$ cat src/rtl/hyp_req_sched.sv
// hyp_req_sched: round-robin scheduler sharing one hyperbolic CORDIC datapath among NREQ requesters
module hyp_req_sched #(
    parameter int          NREQ    = 4,
    parameter int          TIMEOUT = 64,
    parameter logic [31:0] X_MAX   = 32'h000A_0000
) (
    input  logic                 clk,
    input  logic                 rst,
    input  logic [NREQ-1:0]      req_valid,
    output logic [NREQ-1:0]      req_ready,
    input  logic [32*NREQ-1:0]   req_x,
    input  logic [2*NREQ-1:0]    req_op,
    output logic                 rsp_valid,
    input  logic                 rsp_ready,
    output logic [2:0]           rsp_id,
    output logic [31:0]          rsp_data,
    output logic                 rsp_err,
    output logic [31:0]          dp_x,
    output logic                 dp_en,
    output logic                 dp_abort,
    input  logic [31:0]          dp_epx,
    input  logic [31:0]          dp_sinhx,
    input  logic [31:0]          dp_coshx,
    input  logic                 dp_valid
);
    localparam int CW = $clog2(TIMEOUT);
    typedef enum logic [1:0] {IDLE, ISSUE, WAIT, RESP} state_t;
    state_t        r_state, w_next;
    logic [2:0]    r_ptr, w_gid;
    logic [1:0]    r_op, w_sop;
    logic [CW-1:0] r_cnt;
    logic [31:0]   w_sx, w_res;
    logic          w_gnt, w_bad, w_acc, w_timeout;
    always_comb begin
        w_gnt = 1'b0;
        w_gid = r_ptr;
        for (int k = 0; k < NREQ; k++) begin
            if (!w_gnt && req_valid[(int'(r_ptr) + k) % NREQ]) begin
                w_gnt = 1'b1;
                w_gid = 3'((int'(r_ptr) + k) % NREQ);
            end
        end
        w_sx  = '0;
        w_sop = '0;
        for (int k = 0; k < NREQ; k++) begin
            if (3'(k) == w_gid) begin
                w_sx  = req_x[32*k +: 32];
                w_sop = req_op[2*k +: 2];
            end
        end
    end
    // Signed window [-X_MAX, X_MAX]; op 11 is never valid
    assign w_bad     = (w_sop == 2'b11) || ($signed(w_sx) > $signed(X_MAX)) || ($signed(w_sx) < -$signed(X_MAX));
    assign w_acc     = (r_state == IDLE) && w_gnt;
    assign w_timeout = r_cnt == CW'(TIMEOUT - 1);
    assign w_res     = (r_op == 2'b00) ? dp_epx : (r_op == 2'b01) ? dp_sinhx : dp_coshx;
    assign req_ready = w_acc ? NREQ'(1) << w_gid : '0;
    assign rsp_valid = r_state == RESP;
    assign dp_en     = r_state == ISSUE;
    assign dp_abort  = (r_state == WAIT) && w_timeout && !dp_valid;
    always_ff @(posedge clk) begin
        if (rst) r_state <= IDLE;
        else     r_state <= w_next;
    end
    always_comb begin
        w_next = r_state;
        case (r_state)
            IDLE:    w_next = w_gnt ? (w_bad ? RESP : ISSUE) : IDLE;
            ISSUE:   w_next = WAIT;
            WAIT:    w_next = (dp_valid || w_timeout) ? RESP : WAIT;
            default: w_next = rsp_ready ? IDLE : RESP;
        endcase
    end
    always_ff @(posedge clk) begin
        if (rst) begin
            r_ptr    <= '0;
            r_op     <= '0;
            r_cnt    <= '0;
            rsp_id   <= '0;
            rsp_data <= '0;
            rsp_err  <= 1'b0;
            dp_x     <= '0;
        end else begin
            if (w_acc) begin
                r_ptr    <= (w_gid == 3'(NREQ - 1)) ? 3'd0 : w_gid + 3'd1;
                r_op     <= w_sop;
                rsp_id   <= w_gid;
                rsp_data <= '0;
                rsp_err  <= w_bad;
                if (!w_bad) dp_x <= w_sx;
            end
            if (r_state == ISSUE) r_cnt <= '0;
            if (r_state == WAIT) begin
                if (dp_valid) begin
                    rsp_data <= w_res;
                    rsp_err  <= 1'b0;
                end else if (w_timeout) begin
                    rsp_data <= '0;
                    rsp_err  <= 1'b1;
                end else begin
                    r_cnt <= r_cnt + CW'(1);
                end
            end
        end
    end
endmodule

$ cat config.mk
export PLATFORM = sky130hd
export DESIGN_NAME = hyp_req_sched
export DESIGN_NICKNAME = d
export VERILOG_FILES = /design/src/rtl/hyp_req_sched.sv
export SDC_FILE = /design/constraint.sdc
export NUM_CORES = 1
export LEC_CHECK = 0
export BUFFER_PORTS_ARGS = -buffer_cell sky130_fd_sc_hd__buf_2
export CAP_MARGIN = 10
export CORE_AREA = 3 3 121 123
export CTS_BUF_LIST = sky130_fd_sc_hd__clkbuf_8
export CTS_CLUSTER_SIZE = 25
export DETAILED_ROUTE_END_ITERATION = 7
export DIE_AREA = 0 0 124 126
export PLACE_DENSITY = 0.82
export SLEW_MARGIN = 20
export SYNTH_ARGS = -nofsm -noshare
export SYNTH_HDL_FRONTEND = slang
export SYNTH_SLANG_ARGS = --single-unit
$ cat constraint.sdc
create_clock -name clk -period 5.2 [get_ports clk]
set_input_delay 0.78 -clock clk [delete_from_list [all_inputs] [get_ports clk]]
set_output_delay 0.78 -clock clk [all_outputs]
set_load 0.005 [all_outputs]
==> impl_metrics.ini <==
[route]
wl_met3_mm = 2.060
wl_met1_mm = 8.123
route.detailed.drc = 0
dr_wl_met2_mm = 10.28
firstDrtPassIters = 5
ant_nets = 0
wl_per_cell_um = 17.62
vias = 6864
via_per_inst = 5.720
highest_layer = met5
wl_mm = 21.14
drt-initial-drc-count = 537

[setup_path]
required_ns = 5.51
critPathArrivalTime_ns = 4.90
crit_path_end_kind = flop
ff2ff_path_depth = 13
path_cells = buf_2 -> or4_1 -> nand4_1 -> xnor2_1 -> ha_1 -> buf_12 -> or2_1 -> a221oi_1 -> o22ai_1 -> or4_1 -> or4_1 -> and3_4 -> nor3_4 -> a21o_1
reg2reg_slack_ns = 0.73
slowest_stage = or4_1
worstPathMaxFanout = 51
cpMostUsedCell = or4_1
reg2reg_from = r_ptr[0]$_SDFFE_PP0P_
timing.rr.end = dp_x[24]$_SDFFE_PP0P_
cp-start-kind = primary input
cp_slowest_stage_delay_ns = 0.59
worst-setup-path-type = in -> reg

[logic_synthesis]
yosys_most_used_dff = dfxtp_1
yosysWarnings = 0
synth_cell_types = 69
syn_inst = 741
synth.area.top_cells = dfxtp_1 (28%), mux2i_1 (7.4%), o21ai_0 (6.2%)
yosys.area.top_type = dfxtp_1
avgSynthCellArea_um2 = 7.683
yosys.area.top_type_share_pct = 28.48
yosysMostFrequentCell = dfxtp_1
synthArstFlopShare_pct = 0
synth-seq-cells = 81
synth_edf_count = 0
yosysSeqAreaShare_pct = 28.48
yosys-top-cells-count = dfxtp_1 (81), nor2_1 (72), o21ai_0 (71), nand2_1 (67)
syn_area_um2 = 5693
synth_nets = 990

[power_and_ir_drop]
cellPowerDensity_nw_per_um2 = 490.8
ir_drop_mv = 0.2377
p_leak_nw = 3.508

[floorplanning]
core_um2 = 13770
start_util_pct = 41.33
die_x_um = 124
pin_count = 315
die_h_um = 126
rows = 43
die_area_um2 = 15620

[grt]
antenna_found_initial = 3
grt_usage_pct = 25.67
gr-total-overflow = 0
grt_max_degree = 84
first_global_vias = 6232
grt_pass1_wl_mm = 31.91

[clocking]
cts_setup_buffers = 0
clock_latency_ns = 0.37
cts_resized = 0
cts_root_buf = clkbuf_8
postCtsHoldBufs = 0
cts_htree_levels = 3
cts_tree = done
clock-sinks = 81
ctsLongestPathBuffers = 2
cts_buffers = 9
clk_pin_slew_ns = 0.09

[placement]
placedCellCount = 1182
port_buffers = 314
pre_cts_ws_ns = 0.2885
place_congestion = 0.9590
hpwl_mm = 16.61

[sta]
tightest_slew_ns = 1.014
rsz0062_at_grt = no
min_period_over_period_pct = 88.20
layout_setup_ws_ns = 0.6134
finClkSkew_ns = 0.01263
maxSlewViolCount = 0
relSlewSlack_pct = 32.42
fmax_ghz = 0.2180
finalSetupViolCount = 0
setup_tns_ns = 0
holdWs_ns = 0.4547
hold_viol_final = 0
layout_min_cycle_time_ns = 4.587

[hold_path]
hold_end = dp_x[23]$_SDFFE_PP0P_
min_path_cells = 1
hold_start = dp_x[23]$_SDFFE_PP0P_
min_path_type = reg -> reg

[layout]
stdcell_count = 1200
num-fill-cells = 1354
fin_nets = 1262
postLayoutCoreUtil_pct = 54.91
area.growth.synth_to_final_pct = 32.86
final_layout_size_suffix_gt1_share_pct = 35.17

[status]
status = completed

[run]
maxCapViolations = 0
-- sequential cells by signal, summed over array words and instances (netlist names) --
name / count
dp_x: 32
r_cnt: 6
r_op: 2
r_ptr: 3
r_state: 2
rsp_data: 32
rsp_err: 1
rsp_id: 3
-- report_power, final --
part | switching [mW] | internal [mW] | leakage (nW)
registers | 0.169 | 0.698 | 0.657
logic | 1.35 | 0.999 | 2.74
clock network | 0.251 | 0.243 | 0.110
total | 1.77 | 1.94 | 3.51
-- worst max path at each step --
stage                 start               endpoint  slack, ns  cells after the start
2_1_floorplan  req_valid[2]  dp_x[21]$_SDFFE_PP0P_       0.67                     16
3_3_place_gp   req_valid[0]  dp_x[25]$_SDFFE_PP0P_       0.42                     14
3_5_place_dp   req_valid[0]  dp_x[24]$_SDFFE_PP0P_       0.29                     14
4_1_cts        req_valid[0]  dp_x[24]$_SDFFE_PP0P_       0.66                     14
5_1_grt        req_valid[3]  dp_x[23]$_SDFFE_PP0P_       0.26                     15
6_report       req_valid[0]  dp_x[24]$_SDFFE_PP0P_       0.61                     14
-- critical path, delay by kind of cell --
kind | cells | cell delay (ns)
simple gates | 7 | 2.69
compound gates | 3 | 0.60
buf+inv | 2 | 0.36
fa+ha+maj | 1 | 0.30
xor+xnor | 1 | 0.15
-- layout by cell type, fill, tap and decap left out, drive strengths merged, types with 17 or more instances in the layout --
| master | Yosys | final |
|---|---|---|
| inv | 13 | 17 |
| nand3b | 19 | 19 |
| nor2b | 27 | 27 |
| buf | 26 | 329 |
| dfxtp | 81 | 81 |
| nand2 | 68 | 68 |
| mux2i | 42 | 42 |
| a21oi | 37 | 37 |
| nor2 | 72 | 72 |
| o21ai | 71 | 71 |
| a22oi | 38 | 38 |
-- per-layer routing --
metal	GRT usage (%)	up-vias
li1	-	3322
met3	5.837	47
met2	43.72	378
met1	31.35	3115
met5	0	-
met4	9.472	2
-- stage by stage --
stage	total power, mW	instance area, um^2
after CTS	3.699	7559
after detailed placement	3.199	7348
final	3.712	7564
after global routing	4.020	7564
after global placement	3.171	7348
after floorplan	2.558	5693
-- layout make-up --
type                       instances  area (um^2)  share of cell area [%]
antenna                            2        5.005                 0.06617
clock buffer                      10        137.6                   1.820
clock inverter                     6        72.57                  0.9595
inverter                          14        52.55                  0.6948
multi-input combinational        578         3737                   49.41
sequential                        81         1624                   21.47
tap                              180        225.2                   2.978
timing repair buffer             329         1709                   22.60
-- cells by family after synthesis --
group,share of synthesized area (%)
AOI/OAI and AO/OA,32.99
xor gates and xnor gates,0.1539
adders and majority gates,1.978
buffers and inverters,6.264
DFF,28.48
muxes,7.385
and+or+nand+nor,22.75
Power figures use the tool's default switching activity.
